$ cat src/rtl/enc8b10b_pkg.sv
// rtl/enc8b10b_pkg.sv - shared constants and legal-K lookup for the 8b/10b transmit path
package enc8b10b_pkg;

    localparam int SYMBOL_W = 10;

    localparam logic [SYMBOL_W-1:0] K28_5_RDN = 10'h17C;
    localparam logic [SYMBOL_W-1:0] K28_5_RDP = 10'h283;
    localparam logic [7:0]          K28_5_BYTE = 8'hBC;

    localparam int NUM_LEGAL_K = 12;
    localparam logic [NUM_LEGAL_K*8-1:0] LEGAL_K_LIST = {
        8'h1C, 8'h3C, 8'h5C, 8'h7C, 8'h9C, 8'hBC, 8'hDC, 8'hFC,
        8'hF7, 8'hFB, 8'hFD, 8'hFE
    };

    function automatic logic is_legal_k(input logic [7:0] byte_in);
        logic hit;
        hit = 1'b0;
        for (int i = 0; i < NUM_LEGAL_K; i++) begin
            if (LEGAL_K_LIST[i*8 +: 8] == byte_in) begin
                hit = 1'b1;
            end
        end
        return hit;
    endfunction

endpackage

$ cat src/rtl/enc8b10b_tx_if.sv
// rtl/enc8b10b_tx_if.sv - byte-in / symbol-out handshake bundle for enc8b10b_tx
interface enc8b10b_tx_if;
    import enc8b10b_pkg::*;

    logic [7:0]          i_data8;
    logic                i_datak;
    logic                i_valid;
    logic                o_ready;
    logic [SYMBOL_W-1:0] o_data10;
    logic                o_valid;
    logic                i_ready;
    logic                o_run_disp;
    logic                o_code_err;

    modport slave (
        input  i_data8, i_datak, i_valid, i_ready,
        output o_ready, o_data10, o_valid, o_run_disp, o_code_err
    );

    modport master (
        output i_data8, i_datak, i_valid, i_ready,
        input  o_ready, o_data10, o_valid, o_run_disp, o_code_err
    );

endinterface

$ cat src/rtl/encoder_3b4b.sv
// rtl/encoder_3b4b.sv - combinational 3b/4b sub-block encoder with A7 and K28 column selection, code bit0 = f
module encoder_3b4b (
    input  logic [7:0] data,
    input  logic       datak,
    input  logic       run_disp_in,
    output logic [3:0] code,
    output logic       run_disp_out
);

    logic [4:0] x;
    logic [2:0] y;
    logic       k28;
    logic       alt7;
    logic [3:0] raw;
    logic       unbal;
    logic       flip_code;

    assign x   = data[4:0];
    assign y   = data[7:5];
    assign k28 = datak && (x == 5'd28);

    // A7 avoids a run of five equal bits across the 6b/4b boundary
    assign alt7 = datak ||
                  (run_disp_in  && (x == 5'd11 || x == 5'd13 || x == 5'd14)) ||
                  (!run_disp_in && (x == 5'd17 || x == 5'd18 || x == 5'd20));

    always_comb begin
        raw = 4'b0000;
        if (k28) begin
            case (y)
                3'd0:    raw = 4'b1011;
                3'd1:    raw = 4'b0110;
                3'd2:    raw = 4'b1010;
                3'd3:    raw = 4'b1100;
                3'd4:    raw = 4'b1101;
                3'd5:    raw = 4'b0101;
                3'd6:    raw = 4'b1001;
                default: raw = 4'b0111;
            endcase
        end else begin
            case (y)
                3'd0:    raw = 4'b1011;
                3'd1:    raw = 4'b1001;
                3'd2:    raw = 4'b0101;
                3'd3:    raw = 4'b1100;
                3'd4:    raw = 4'b1101;
                3'd5:    raw = 4'b1010;
                3'd6:    raw = 4'b0110;
                default: raw = alt7 ? 4'b0111 : 4'b1110;
            endcase
        end

        unbal        = ($countones(raw) != 2);
        flip_code    = run_disp_in && (k28 || unbal || y == 3'd3);
        run_disp_out = run_disp_in ^ unbal;

        code = 4'b0000;
        for (int i = 0; i < 4; i++) begin
            code[i] = raw[3-i] ^ flip_code;
        end
    end

endmodule

$ cat src/rtl/encoder_5b6b.sv
// rtl/encoder_5b6b.sv - combinational 5b/6b sub-block encoder, code bit0 = a
module encoder_5b6b (
    input  logic [4:0] data,
    input  logic       datak,
    input  logic       run_disp_in,
    output logic [5:0] code,
    output logic       run_disp_out
);

    logic [5:0] raw;
    logic       unbal;
    logic       flip_code;

    always_comb begin
        // raw holds the RD- code written as abcdei, a in the MSB
        raw = 6'b000000;
        case (data)
            5'd0:    raw = 6'b100111;
            5'd1:    raw = 6'b011101;
            5'd2:    raw = 6'b101101;
            5'd3:    raw = 6'b110001;
            5'd4:    raw = 6'b110101;
            5'd5:    raw = 6'b101001;
            5'd6:    raw = 6'b011001;
            5'd7:    raw = 6'b111000;
            5'd8:    raw = 6'b111001;
            5'd9:    raw = 6'b100101;
            5'd10:   raw = 6'b010101;
            5'd11:   raw = 6'b110100;
            5'd12:   raw = 6'b001101;
            5'd13:   raw = 6'b101100;
            5'd14:   raw = 6'b011100;
            5'd15:   raw = 6'b010111;
            5'd16:   raw = 6'b011011;
            5'd17:   raw = 6'b100011;
            5'd18:   raw = 6'b010011;
            5'd19:   raw = 6'b110010;
            5'd20:   raw = 6'b001011;
            5'd21:   raw = 6'b101010;
            5'd22:   raw = 6'b011010;
            5'd23:   raw = 6'b111010;
            5'd24:   raw = 6'b110011;
            5'd25:   raw = 6'b100110;
            5'd26:   raw = 6'b010110;
            5'd27:   raw = 6'b110110;
            5'd28:   raw = 6'b001110;
            5'd29:   raw = 6'b101110;
            5'd30:   raw = 6'b011110;
            default: raw = 6'b101011;
        endcase
        if (datak && data == 5'd28) begin
            raw = 6'b001111;
        end

        // D.7 is balanced but still has distinct RD-/RD+ forms
        unbal        = ($countones(raw) != 3);
        flip_code    = run_disp_in && (unbal || data == 5'd7);
        run_disp_out = run_disp_in ^ unbal;

        code = 6'b000000;
        for (int i = 0; i < 6; i++) begin
            code[i] = raw[5-i] ^ flip_code;
        end
    end

endmodule

$ cat src/rtl/enc8b10b_tx.sv
// rtl/enc8b10b_tx.sv - two-stage 8b/10b transmit encoder; ENC8B10B_IDLE_COMMA_EN enables K28.5 idle fill
module enc8b10b_tx
    import enc8b10b_pkg::*;
(
    input  logic         i_clk,
    input  logic         i_rst_n,
    enc8b10b_tx_if.slave bus
);

    logic                s1_valid;
    logic [7:0]          s1_data;
    logic                s1_k;
    logic                s2_valid;
    logic [SYMBOL_W-1:0] data10_q;
    logic                rd_q;
    logic                code_err_q;

    logic                s2_free;
    logic                advance;
    logic                in_fire;
    logic                illegal_k;
    logic                fill;
    logic [7:0]          enc_data;
    logic [5:0]          code6;
    logic [3:0]          code4;
    logic                rd6;
    logic                rd4;

    assign s2_free     = !s2_valid || bus.i_ready;
    assign advance     = s1_valid && s2_free;
    assign bus.o_ready = i_rst_n && (!s1_valid || advance);
    assign in_fire     = bus.i_valid && bus.o_ready;

    // Unknown K bytes are replaced by a comma so the line never carries an invalid symbol
    assign illegal_k = s1_k && !is_legal_k(s1_data);
    assign enc_data  = illegal_k ? K28_5_BYTE : s1_data;

    encoder_5b6b u_5b6b (
        .data         (enc_data[4:0]),
        .datak        (s1_k),
        .run_disp_in  (rd_q),
        .code         (code6),
        .run_disp_out (rd6)
    );

    encoder_3b4b u_3b4b (
        .data         (enc_data),
        .datak        (s1_k),
        .run_disp_in  (rd6),
        .code         (code4),
        .run_disp_out (rd4)
    );

`ifdef ENC8B10B_IDLE_COMMA_EN
    logic warm_q;

    // Hold off fill for one cycle after reset so the first comma lands in cycle 3
    always_ff @(posedge i_clk) begin
        if (!i_rst_n) begin
            warm_q <= 1'b0;
        end else begin
            warm_q <= 1'b1;
        end
    end

    assign fill = warm_q && !advance && s2_free;
`else
    assign fill = 1'b0;
`endif

    always_ff @(posedge i_clk) begin
        if (!i_rst_n) begin
            s1_valid   <= 1'b0;
            s1_data    <= 8'h00;
            s1_k       <= 1'b0;
            s2_valid   <= 1'b0;
            data10_q   <= '0;
            rd_q       <= 1'b0;
            code_err_q <= 1'b0;
        end else begin
            if (in_fire) begin
                s1_valid <= 1'b1;
                s1_data  <= bus.i_data8;
                s1_k     <= bus.i_datak;
            end else if (advance) begin
                s1_valid <= 1'b0;
            end

            code_err_q <= advance && illegal_k;

            if (advance) begin
                s2_valid <= 1'b1;
                data10_q <= {code4, code6};
                rd_q     <= rd4;
            end else if (fill) begin
                s2_valid <= 1'b1;
                data10_q <= rd_q ? K28_5_RDP : K28_5_RDN;
                rd_q     <= ~rd_q;
            end else if (bus.i_ready) begin
                s2_valid <= 1'b0;
            end
        end
    end

    assign bus.o_valid    = s2_valid;
    assign bus.o_data10   = data10_q;
    assign bus.o_run_disp = rd_q;
    assign bus.o_code_err = code_err_q;

endmodule
$ cat src/flat_wrapper.sv
// flat-port wrapper written by rule: the top's interface ports become plain ports
module enc8b10b_tx_flat import enc8b10b_pkg::*;
  (i_clk, i_rst_n, bus_i_data8, bus_i_datak, bus_i_valid, bus_i_ready, bus_o_ready, bus_o_data10, bus_o_valid, bus_o_run_disp, bus_o_code_err);
  enc8b10b_tx_if bus_i ();
  input  logic i_clk;
  input  logic i_rst_n;
  input wire logic [$bits(bus_i.i_data8)-1:0] bus_i_data8;
  input wire logic [$bits(bus_i.i_datak)-1:0] bus_i_datak;
  input wire logic [$bits(bus_i.i_valid)-1:0] bus_i_valid;
  input wire logic [$bits(bus_i.i_ready)-1:0] bus_i_ready;
  output wire logic [$bits(bus_i.o_ready)-1:0] bus_o_ready;
  output wire logic [$bits(bus_i.o_data10)-1:0] bus_o_data10;
  output wire logic [$bits(bus_i.o_valid)-1:0] bus_o_valid;
  output wire logic [$bits(bus_i.o_run_disp)-1:0] bus_o_run_disp;
  output wire logic [$bits(bus_i.o_code_err)-1:0] bus_o_code_err;
  assign bus_i.i_data8 = bus_i_data8;
  assign bus_i.i_datak = bus_i_datak;
  assign bus_i.i_valid = bus_i_valid;
  assign bus_i.i_ready = bus_i_ready;
  assign bus_o_ready = bus_i.o_ready;
  assign bus_o_data10 = bus_i.o_data10;
  assign bus_o_valid = bus_i.o_valid;
  assign bus_o_run_disp = bus_i.o_run_disp;
  assign bus_o_code_err = bus_i.o_code_err;
  enc8b10b_tx u_core (.i_clk(i_clk), .i_rst_n(i_rst_n), .bus(bus_i));
endmodule
$ cat config.mk
export PLATFORM = sky130hd
export DESIGN_NAME = enc8b10b_tx_flat
export DESIGN_NICKNAME = d
export VERILOG_FILES = /design/src/rtl/enc8b10b_pkg.sv /design/src/rtl/enc8b10b_tx_if.sv /design/src/rtl/encoder_3b4b.sv /design/src/rtl/encoder_5b6b.sv /design/src/rtl/enc8b10b_tx.sv /design/src/flat_wrapper.sv
export SDC_FILE = /design/constraint.sdc
export NUM_CORES = 1
export LEC_CHECK = 0
export CORE_MARGIN = 5
export CORE_UTILIZATION = 35
export CTS_BUF_LIST = sky130_fd_sc_hd__clkbuf_4 sky130_fd_sc_hd__clkbuf_8 sky130_fd_sc_hd__clkbuf_16
export CTS_CLUSTER_DIAMETER = 50
export DETAILED_ROUTE_END_ITERATION = 12
export HOLD_SLACK_MARGIN = 0.1
export PLACE_DENSITY = 0.58
export SYNTH_ARGS = -nofsm -noshare
export SYNTH_HDL_FRONTEND = slang
export SYNTH_SLANG_ARGS = --single-unit
$ cat constraint.sdc
create_clock -name i_clk -period 12.6 [get_ports i_clk]
set_input_delay 1.26 -clock i_clk [delete_from_list [all_inputs] [get_ports i_clk]]
set_output_delay 1.26 -clock i_clk [all_outputs]
set_load 0.005 [all_outputs]
==> metrics.yaml <==
grt:
  grt_pass1_wl_um: 8220
  antenna_found_initial: 0
  grt_max_degree: 29
  grt_usage_pct: 13.5
  grt_pass1_vias: 1686
  grt_overflow: 0
cells_and_area:
  layout_common_cells: "nand2_1, clkdlybuf4s50_1, o21ai_0"
  layout_commonest_cell: "nand2_1"
  design_area_um2: 2310
  diodes: 0
  drive_gt1_share_pct: 5.95
  syn_to_final_growth_pct: 15.5
  fillers: 601
  fin_cells: 341
  fin_nets: 295
yosys:
  ys_seq_area_share_pct: 23.1
  syn_avg_cell_area_um2: 7.80
  muxShareOfSynthArea_pct: 0.501
  async_flop_share_pct: 0
  synth-compound-area-share_pct: 27.9
  yosys_most_used_dff: "dfxtp_1"
  synthXorXnorAreaFrac_pct: 5.33
  synth_top_family_by_area: "compound AO/OA/AOI/OAI gates"
  synthCells: 256
  synth_edf_count: 0
  ys_ff_latch: 23
  syn_area_um2: 2000
  synth-simple-area-share_pct: 26.7
  yosysWarnings: 0
  synth_fa_ha_area_share_pct: 9.52
  ys_types: 61
  postSynthNetCount: 281
drt:
  drtAntennaViolNets: 0
  drc: 0
  vias_per_cell: 5.46
  drt_iter0_drc: 133
  wire_per_inst_um: 14.3
  drt-total-wl_um: 4890
  first_pass_iters: 4
  via_count: 1863
setup_path:
  r2r-start: "u_core.s1_data[2]"
  critical-path-slowest-cell: "dfxtp_1"
  crit_fanout: 28
  cp-end-kind: "flop"
  slowest_delay_ns: 0.95
  cp-startpoint: "u_core.s1_data[2]"
  worstPathArrival_ns: 8.79
  cp.required_ns: 12.79
  worstSetupStartpointType: "flop"
  critical_path_class: "reg2reg"
clocking:
  cts-root-buf: "clkbuf_8"
  cts_buffers: 3
  clk_pin_slew_ns: 0.09
  cts_hold_buf: 0
  numClockSinks: 23
  h-tree-depth: 1
  clkLatencyLatePin_ns: 0.27
  postCtsResizedCells: 0
  postCtsSetupBuffers: 0
  clockBufferDepth: 2
  cts_tree: "built"
die:
  dieHeight_um: 85.5
  row_count: 27
  core_area_um2: 5540
  initial_core_util_pct: 36.0
  dieArea_um2: 7320
  ios: 27
  fp.dieW_um: 85.5
placed_design:
  dp_slack_ns: 4.09
  dpl.hpwl_um: 3750
  gp_congestion: 0.882
  io_buffers: 26
  placed_area_um2: 2260
  dp.cells: 337
timing:
  worst_slew_pin_slew_ns: 0.947
  setup_viol: 0
  timing.fmax_mhz: 116
  maxSlewHeadroom_pct: 36.8
  skew_ns: 0.00504
  slew_viol_final: 0
  fin_crit_sh_pct: 68.3
  setup-tns-final_ns: 0
  hold_viol: 0
  rsz0062_at_grt: "false"
  fin_crit_ns: 8.60
  worst_slack_ns: 4.00
outcome:
  status: "finished, final reports clean"
worst_hold_path:
  hold_path_startpoint: "u_core.bus.o_data10[2]"
  min_path_type: "reg2reg"
run:
  maxCapViolCount: 0
power_and_ir_drop:
  p_leak_nw: 0.839
  powerDensity_nw_per_um2: 124
  irDropWorstVdd_mv: 0.0623
==> Yosys cell counts, types with 4 or more instances <==
cell / number / share of area (%)
buf_2: 6 / 1.5
nor3_1: 6 / 1.5
nor2b_1: 9 / 2.8
fa_1: 4 / 4.0
inv_1: 12 / 2.3
nand3_1: 7 / 1.8
nand2_1: 31 / 5.8
clkbuf_1: 8 / 1.5
o211ai_1: 7 / 2.6
dfxtp_1: 23 / 23
a21oi_1: 13 / 3.3
ha_1: 8 / 5.0
o21ai_0: 24 / 6.0
xnor2_1: 8 / 3.5
nor2_1: 15 / 2.8
and2_1: 8 / 2.5
==> sequential cells by signal, summed over array words and instances (netlist names) <==
signal and count:
u_core.bus.o_code_err 1, u_core.bus.o_data10 10, u_core.bus.o_run_disp 1, u_core.bus.o_valid 1, u_core.s1_data 8, u_core.s1_k 1
u_core.s1_valid 1
==> power breakdown <==
group	switching (mW)	internal, mW	leakage [nW]
Clock	0.0257	0.0221	0.0255
Combinational	0.0734	0.0678	0.625
Sequential	0.0141	0.0829	0.189
==> through the flow <==
step                hold WS, ns  total power [mW]  utilization (%)
floorplan                 0.466             0.198                -
global placement          0.467             0.238             40.8
detailed placement        0.466             0.239             40.8
CTS                       0.479             0.289             41.6
global route              0.508             0.308             41.6
finish                    0.474             0.286             41.6
==> kinds of logic (layout without fill, tap and decap cells) <==
| group | Yosys count | in the layout |
|---|---|---|
| AND/OR/NAND/NOR | 100 | 100 |
| adder cells (fa/ha/maj) | 13 | 13 |
| buffers and inverters | 30 | 43 |
| flip-flops | 23 | 23 |
| multiplexers | 1 | 1 |
| AO/OA/AOI/OAI | 79 | 79 |
| XOR/XNOR | 10 | 10 |
==> path summary, 6_finish.rpt <==
check                                              end  slack, ns  cells after the start
worst max-delay path            u_core.bus.o_data10[6]       4.00                     28
worst max register to register  u_core.bus.o_data10[6]       4.00                     28
worst min-delay path            u_core.bus.o_data10[2]       0.47                      2
worst min register to register  u_core.bus.o_data10[2]       0.47                      2
==> worst max-delay path: cells and delay by family (launching register included) <==
kind	cells	cell delay, ns
buffers and inverters	4	0.25
DFF	1	0.95
and+or+nand+nor	7	1.75
AOI/OAI and AO/OA	6	1.95
xor gates and xnor gates	2	0.41
adders and majority gates	8	2.84
muxes	1	0.38
==> per-layer routing <==
metal / track usage [%] / routed length [um]
met1: 18.3 / 2420
met2: 23.0 / 2220
met3: 2.69 / 254
met4: 1.15 / 0
met5: 0 / 0
==> layout make-up <==
class,count,area (um^2),share of cell area (%)
Sequential cell,23,460,20.0
Tap cell,72,90.1,3.90
Inverter,12,45.0,1.95
Clock inverter,1,5.00,0.217
Timing Repair Buffer,27,268,11.6
Multi-Input combinational cell,203,1400,60.6
Clock buffer,3,41.3,1.79
(Power assumes the default switching activity.)
